`src/rtl/mem_port_arbiter.sv`:
```
// rtl/mem_port_arbiter.sv - fetch/load-store arbiter for a single-port unified memory
// Optional fetch anti-starvation guard enabled by defining ARB_FETCH_GUARD_EN.
module mem_port_arbiter #(
  parameter int ADDR_W       = 8,
  parameter int DATA_W       = 16,
  parameter int WAIT_CYCLES  = 2,
  parameter int MAX_DATA_RUN = 4
) (
  input  logic              clk,
  input  logic              rst,
  input  logic              if_req,
  input  logic [ADDR_W-1:0] if_addr,
  output logic [DATA_W-1:0] if_rdata,
  output logic              if_ack,
  output logic              if_stall,
  input  logic              d_rd,
  input  logic              d_wr,
  input  logic [ADDR_W-1:0] d_addr,
  input  logic [DATA_W-1:0] d_wdata,
  output logic [DATA_W-1:0] d_rdata,
  output logic              d_ack,
  output logic              d_stall,
  output logic              mem_en,
  output logic              mem_we,
  output logic [ADDR_W-1:0] mem_addr,
  output logic [DATA_W-1:0] mem_wdata,
  input  logic [DATA_W-1:0] mem_rdata,
  output logic              grant_data
);

  localparam int CNT_W = (WAIT_CYCLES > 1) ? $clog2(WAIT_CYCLES) : 1;

  typedef enum logic [1:0] {
    S_IDLE,
    S_ISSUE,
    S_WAIT,
    S_RESP
  } state_t;

  state_t            state;
  state_t            state_nxt;
  logic [CNT_W-1:0]  cnt;
  logic              access_wr;
  logic              d_req;
  logic              force_fetch;
  logic              take_data;
  logic              take_any;

  assign d_req    = d_rd | d_wr;
  assign take_any = d_req | if_req;
  // A forced fetch only overrides data when fetch is actually waiting.
  assign take_data = d_req & ~(force_fetch & if_req);

`ifdef ARB_FETCH_GUARD_EN
  localparam int RUN_W = $clog2(MAX_DATA_RUN + 1);

  logic [RUN_W-1:0] run;

  assign force_fetch = (run == RUN_W'(MAX_DATA_RUN));

  always_ff @(posedge clk) begin
    if (rst) begin
      run <= '0;
    end else if (state == S_IDLE && take_any) begin
      if (take_data && if_req) begin
        run <= run + RUN_W'(1);
      end else begin
        run <= '0;
      end
    end
  end
`else
  assign force_fetch = 1'b0;
`endif

  always_comb begin
    state_nxt = state;
    case (state)
      S_IDLE:  if (take_any) state_nxt = S_ISSUE;
      S_ISSUE: state_nxt = S_WAIT;
      S_WAIT:  if (cnt == '0) state_nxt = S_RESP;
      S_RESP:  state_nxt = S_IDLE;
      default: state_nxt = S_IDLE;
    endcase
  end

  always_ff @(posedge clk) begin
    if (rst) begin
      state      <= S_IDLE;
      cnt        <= '0;
      access_wr  <= 1'b0;
      mem_en     <= 1'b0;
      mem_we     <= 1'b0;
      mem_addr   <= '0;
      mem_wdata  <= '0;
      grant_data <= 1'b0;
      if_rdata   <= '0;
      d_rdata    <= '0;
    end else begin
      state <= state_nxt;
      case (state)
        S_IDLE: begin
          if (take_any) begin
            // Address, data and direction are frozen here; later changes are ignored.
            mem_en     <= 1'b1;
            mem_we     <= take_data & d_wr;
            access_wr  <= take_data & d_wr;
            mem_addr   <= take_data ? d_addr : if_addr;
            mem_wdata  <= take_data ? d_wdata : mem_wdata;
            grant_data <= take_data;
          end
        end
        S_ISSUE: begin
          mem_en <= 1'b0;
          mem_we <= 1'b0;
          cnt    <= CNT_W'(WAIT_CYCLES - 1);
        end
        S_WAIT: begin
          if (cnt != '0) begin
            cnt <= cnt - CNT_W'(1);
          end else if (!access_wr) begin
            if (grant_data) begin
              d_rdata <= mem_rdata;
            end else begin
              if_rdata <= mem_rdata;
            end
          end
        end
        default: begin
        end
      endcase
    end
  end

  assign if_ack   = (state == S_RESP) & ~grant_data;
  assign d_ack    = (state == S_RESP) & grant_data;
  assign if_stall = if_req & ~if_ack;
  assign d_stall  = d_req & ~d_ack;

endmodule

```
`config.mk`:
```
export PLATFORM = sky130hd
export DESIGN_NAME = mem_port_arbiter
export DESIGN_NICKNAME = d
export VERILOG_FILES = /design/src/rtl/mem_port_arbiter.sv
export SDC_FILE = /design/constraint.sdc
export NUM_CORES = 1
export LEC_CHECK = 0
export ABC_AREA = 1
export BUFFER_PORTS_ARGS = -buffer_cell sky130_fd_sc_hd__buf_2
export CAP_MARGIN = 40
export CORE_AREA = 2 2 94 96
export CTS_BUF_LIST = sky130_fd_sc_hd__clkbuf_2 sky130_fd_sc_hd__clkbuf_4 sky130_fd_sc_hd__clkbuf_8
export DETAILED_ROUTE_END_ITERATION = 10
export DIE_AREA = 0 0 96 98
export PLACE_DENSITY = 0.55
export SLEW_MARGIN = 20
export SYNTH_ARGS = -nofsm -noshare
export SYNTH_HDL_FRONTEND = slang
export SYNTH_SLANG_ARGS = --single-unit
```
`constraint.sdc`:
```
create_clock -name clk -period 2.5 [get_ports clk]
set_input_delay 0.5 -clock clk [delete_from_list [all_inputs] [get_ports clk]]
set_output_delay 0.5 -clock clk [all_outputs]
set_load 0.005 [all_outputs]
```
# ---- After elaboration in Yosys (flattened, before gate mapping)
# Cells that the tools add are included.
dict set report word_totals {
  register_bits 63
  latch_bits 0
  ramBits 0
  rom_bits 0
  inputBits 53
  output_inout_bits 63
  elab_cells 47
  mem_count 0
}
dict set report op_classes {
  add_sub_neg 1
  multipliers 0
  div 0
  order_cmp 0
  n_eq_ne 5
  n_shift 0
  n_mux 10
  bitwise 12
  reduce_logical 9
}
# operator n
set ops {}
lappend ops {{8-bit 2-to-1 mux} 1}
lappend ops {{2-bit case mux with 4 select lines} 1}
lappend ops {{4-bit AND reduction} 2}
lappend ops {{1-bit case mux with 2 select lines} 3}
lappend ops {{2-bit AND reduction} 3}
lappend ops {{1-bit bitwise AND} 5}
lappend ops {{1-bit NOT} 5}
lappend ops {{2-bit == test (second input constant)} 2}
lappend ops {{2-bit 2-to-1 mux} 2}
lappend ops {{2-bit != test (second input constant)} 2}
lappend ops {{2-bit nonzero test} 2}
lappend ops {{1-bit 2-to-1 mux} 3}
lappend ops {{3-bit AND reduction} 1}
lappend ops {{2-bit by 1-bit == test with 1-bit output (second input constant)} 1}
lappend ops {{2-bit zero test} 1}
lappend ops {{1-bit OR} 2}
lappend ops {{1-bit subtractor (second input constant)} 1}

# ---- Longest topological paths before layout
dict set report depth {
  depth_word 4
  mapped_depth 8
  ltp_nobuf 7
}

# ---- Least setup slack after synthesis
# Ideal clock, no wire load.
dict set report synth_timing {
  kind {in2out}
  from {input d_rd}
  to {output d_stall}
  t_arrival_ns 0.892
  t_required_ns 2.000
  slack_ns 1.108
  cell_stages 3
  path_cell_list {nor2_4 -> buf_2 -> nor2_1}
}
dict set report synth_between {
  elab_chain_len 2
}
# item line_no
set synth_rtl {}
lappend synth_rtl {{start: declaration} 16} ;# input logic d_rd,
lappend synth_rtl {{1-bit OR} 49} ;# assign d_req = d_rd | d_wr;
lappend synth_rtl {{1-bit bitwise AND} 138} ;# assign d_stall = d_req & ~d_ack;
lappend synth_rtl {{end: declaration} 22} ;# output logic d_stall,
# No other way between the ends.

# ---- Worst setup path in the final report
dict set report layout_timing {
  from {register state[1]}
  to {output if_stall}
}
dict set report layout_between {
  elab_chain_len 4
}
# item line_no
set layout_rtl {}
lappend layout_rtl {{start: declaration} 40} ;# state_t state;
lappend layout_rtl {{start signal: assignment} 100} ;# state <= state_nxt;
lappend layout_rtl {{2-bit == test} 135} ;# assign if_ack = (state == S_RESP) & ~grant_data;
lappend layout_rtl {{1-bit bitwise AND} 135}
lappend layout_rtl {{1-bit NOT} 137} ;# assign if_stall = if_req & ~if_ack;
lappend layout_rtl {{1-bit bitwise AND} 137}
lappend layout_rtl {{end: declaration} 15} ;# output logic if_stall,
# No other way between the ends.

==> reports/results.ini <==
[worst_setup_path]
cp.required_ns=2.00
reg2reg_from=state[0]
worstSetupPathType=reg2out
reg2reg_slack_ns=0.78
crit_path_start_kind=register
reg2reg_depth=7
crit_arrival_ns=1.24
cp_max_fo=4
reg2reg_to=if_rdata[0]
crit_path_end_kind=output port

[place]
post_dp_cell_area_um2=3140
hpwl_mm=5.01
port_buffers=115
gp_congestion=0.782

[synthesis]
synthXorXnorAreaFrac_pct=0
synth_top_family_by_area=simple AND/OR/NAND/NOR gates
syn_nets=396
ys_ff_latch=63
avgSynthCellArea_um2=7.44
synth_area_um2=2520
yosys.area_share.simple_pct=29.5
seq_area_frac_synth_pct=50.0
synthCells=339
synthMuxAreaShare_pct=0
synth_cell_types=21
yosys_warnings=0
synth_fa_ha_area_share_pct=1.98
synth-compound-area-share_pct=11.5

[final_layout]
layout.nets=507
n_antenna_cell=0
areaGrowthSynthToFinish_pct=34.4
nFillCells=917
stdcell_area_um2=3390
final_layout_size_suffix_gt1_share_pct=31.5

[route]
viasPerCell=4.40
ant_nets=0
postRouteWirelength_mm=6.85
routedWlPerCell_um=12.2
drc=0
vias=2474
first_iter_violations=132
drt-pass1-iter-count=4

[timing]
hold_viol=0
rsz0062_at_grt=false
fin_crit_sh_pct=69.4
setup_viol_count_final=0
worstMarginPinSlew_ns=0.445
max_freq_mhz=576
skew_ns=0.00863
slew_viol_final=0
setup_tns_ns=0
worst_slew_margin_rel_pct=70.3
fin_crit_ns=1.74

[clocking]
cts_resized=0
post_cts_buffers=0
cts.sinks=63
cts_hold_buf=0
cts_tree=built
cts-root-buf=clkbuf_8
clkTransAtPathRegs_ns=0.07
cts_buffers=9
cts_buffer_depth=2
ctsHtreeMaxLevel=3
clk_latency_ns=0.33

[floorplan]
die-area_um2=9410
die_w_um=96
boundaryPins=116
coreArea_um2=8470
fp-row-count=34
fp.dieH_um=98
initial_core_util_pct=29.8

[global_routing]
grt_pass1_vias=2256
grt.overflow.total=0
antenna_found_initial=0
grt_max_degree=38
track_usage_pct=15.0
grt_pass1_wl_mm=10.9

[flow_run]
max-cap-violations=0

[pwr]
leakage_uw=0.00168
p_per_area_nw_per_um2=1090
peakVddDrop_mv=0.379
power.total_uw=3690

[hold_path]
hold_class=in2reg
min_to=mem_wdata[4]
whs_path_depth=3
min_from=d_wdata[4]

[run_status]
run_status=complete, no violations

sequential cells by signal, indices dropped and copies added, names as in the netlist:
| name | cells |
|---|---|
| d_rdata | 16 |
| if_rdata | 16 |
| mem_wdata | 16 |
| mem_addr | 8 |
| state | 2 |
| access_wr | 1 |
| cnt | 1 |
| grant_data | 1 |
| mem_en | 1 |
| mem_we | 1 |
metal layers:
metal,up-vias,global-route usage [%],share of wire [%]
met5,-,0,0
met3,12,3.70,5.5
met4,0,6.59,1.8
met2,54,23.6,48
met1,1113,19.3,45
li1,1295,-,-
worst max-delay path by stage:
stage | start | end | slack (ns) | depth (start not counted)
2_1_floorplan | d_rd | d_stall | 1.11 | 3
3_3_place_gp | d_wr | mem_wdata[12] | 0.70 | 7
3_5_place_dp | d_wr | mem_wdata[14] | 0.69 | 7
4_1_cts | state[1] | if_stall | 0.75 | 5
5_1_grt | state[0] | if_rdata[0] | 0.60 | 7
6_report | state[1] | if_stall | 0.76 | 5
cell usage after synthesis (all sizes together):
library cell  instances  area, um^2
inv                  20        77.6
a21oi                23         115
ha                    4        50.1
o21ai                35         175
nand2                69         274
buf                  11        78.8
nand3                20         113
clkbuf                5        20.0
nand4                 1        6.26
dfxtp                63        1260
nor2                 88         353
power breakdown:
group          total, uW  switching [uW]  internal [uW]
logic               1170             715            456
clock network       1100             382            723
registers           1410             153           1260
total               3690            1250           2440
cells by family after synthesis:
kind of cell    Yosys count
buf+inv                  36
compound gates           58
simple gates            178
flops                    63
fa+ha+maj                 4
cell usage in the layout (no fill, tap or decap):
cell,instances
nand4_1,1
nand2_4,1
nand3_4,1
a21oi_1,23
nor2_4,3
nand2_1,65
inv_2,3
nand2_2,3
inv_1,16
ha_1,4
buf_2,115
clkbuf_4,1
bufinv_16,3
nand3_1,19
dfxtp_1,63
nor2_1,85
clkbuf_8,11
o21ai_1,3
inv_4,1
o21ai_0,32
buf_4,1
critical path, stage by stage (launching register included):
cell,delay [ns]
dfxtp_1,0.38
ha_1,0.20
inv_1,0.05
nor2_1,0.11
nor2_1,0.05
buf_2,0.12
cell type report:
cell class / instances / area (um^2) / area share, %
Tap cell: 108 / 135 / 3.98
Inverter: 20 / 77.6 / 2.29
Timing Repair Buffer: 116 / 583 / 17.2
Sequential cell: 63 / 1260 / 37.2
Clock buffer: 12 / 159 / 4.68
Clock inverter: 3 / 90.1 / 2.66
Multi-Input combinational cell: 240 / 1090 / 32.0
through the flow:
step | setup slack (ns) | cells | hold WS (ns) | utilization, %
after floorplan | 1.11 | 339 | 0.455 | -
after global placement | 0.702 | 547 | 0.446 | 37.1
after detailed placement | 0.693 | 547 | 0.455 | 37.1
after CTS | 0.748 | 562 | 0.402 | 40.1
after global routing | 0.601 | 562 | 0.417 | 40.1
final | 0.764 | 562 | 0.409 | 40.1
Power figures use the tool's default switching activity.
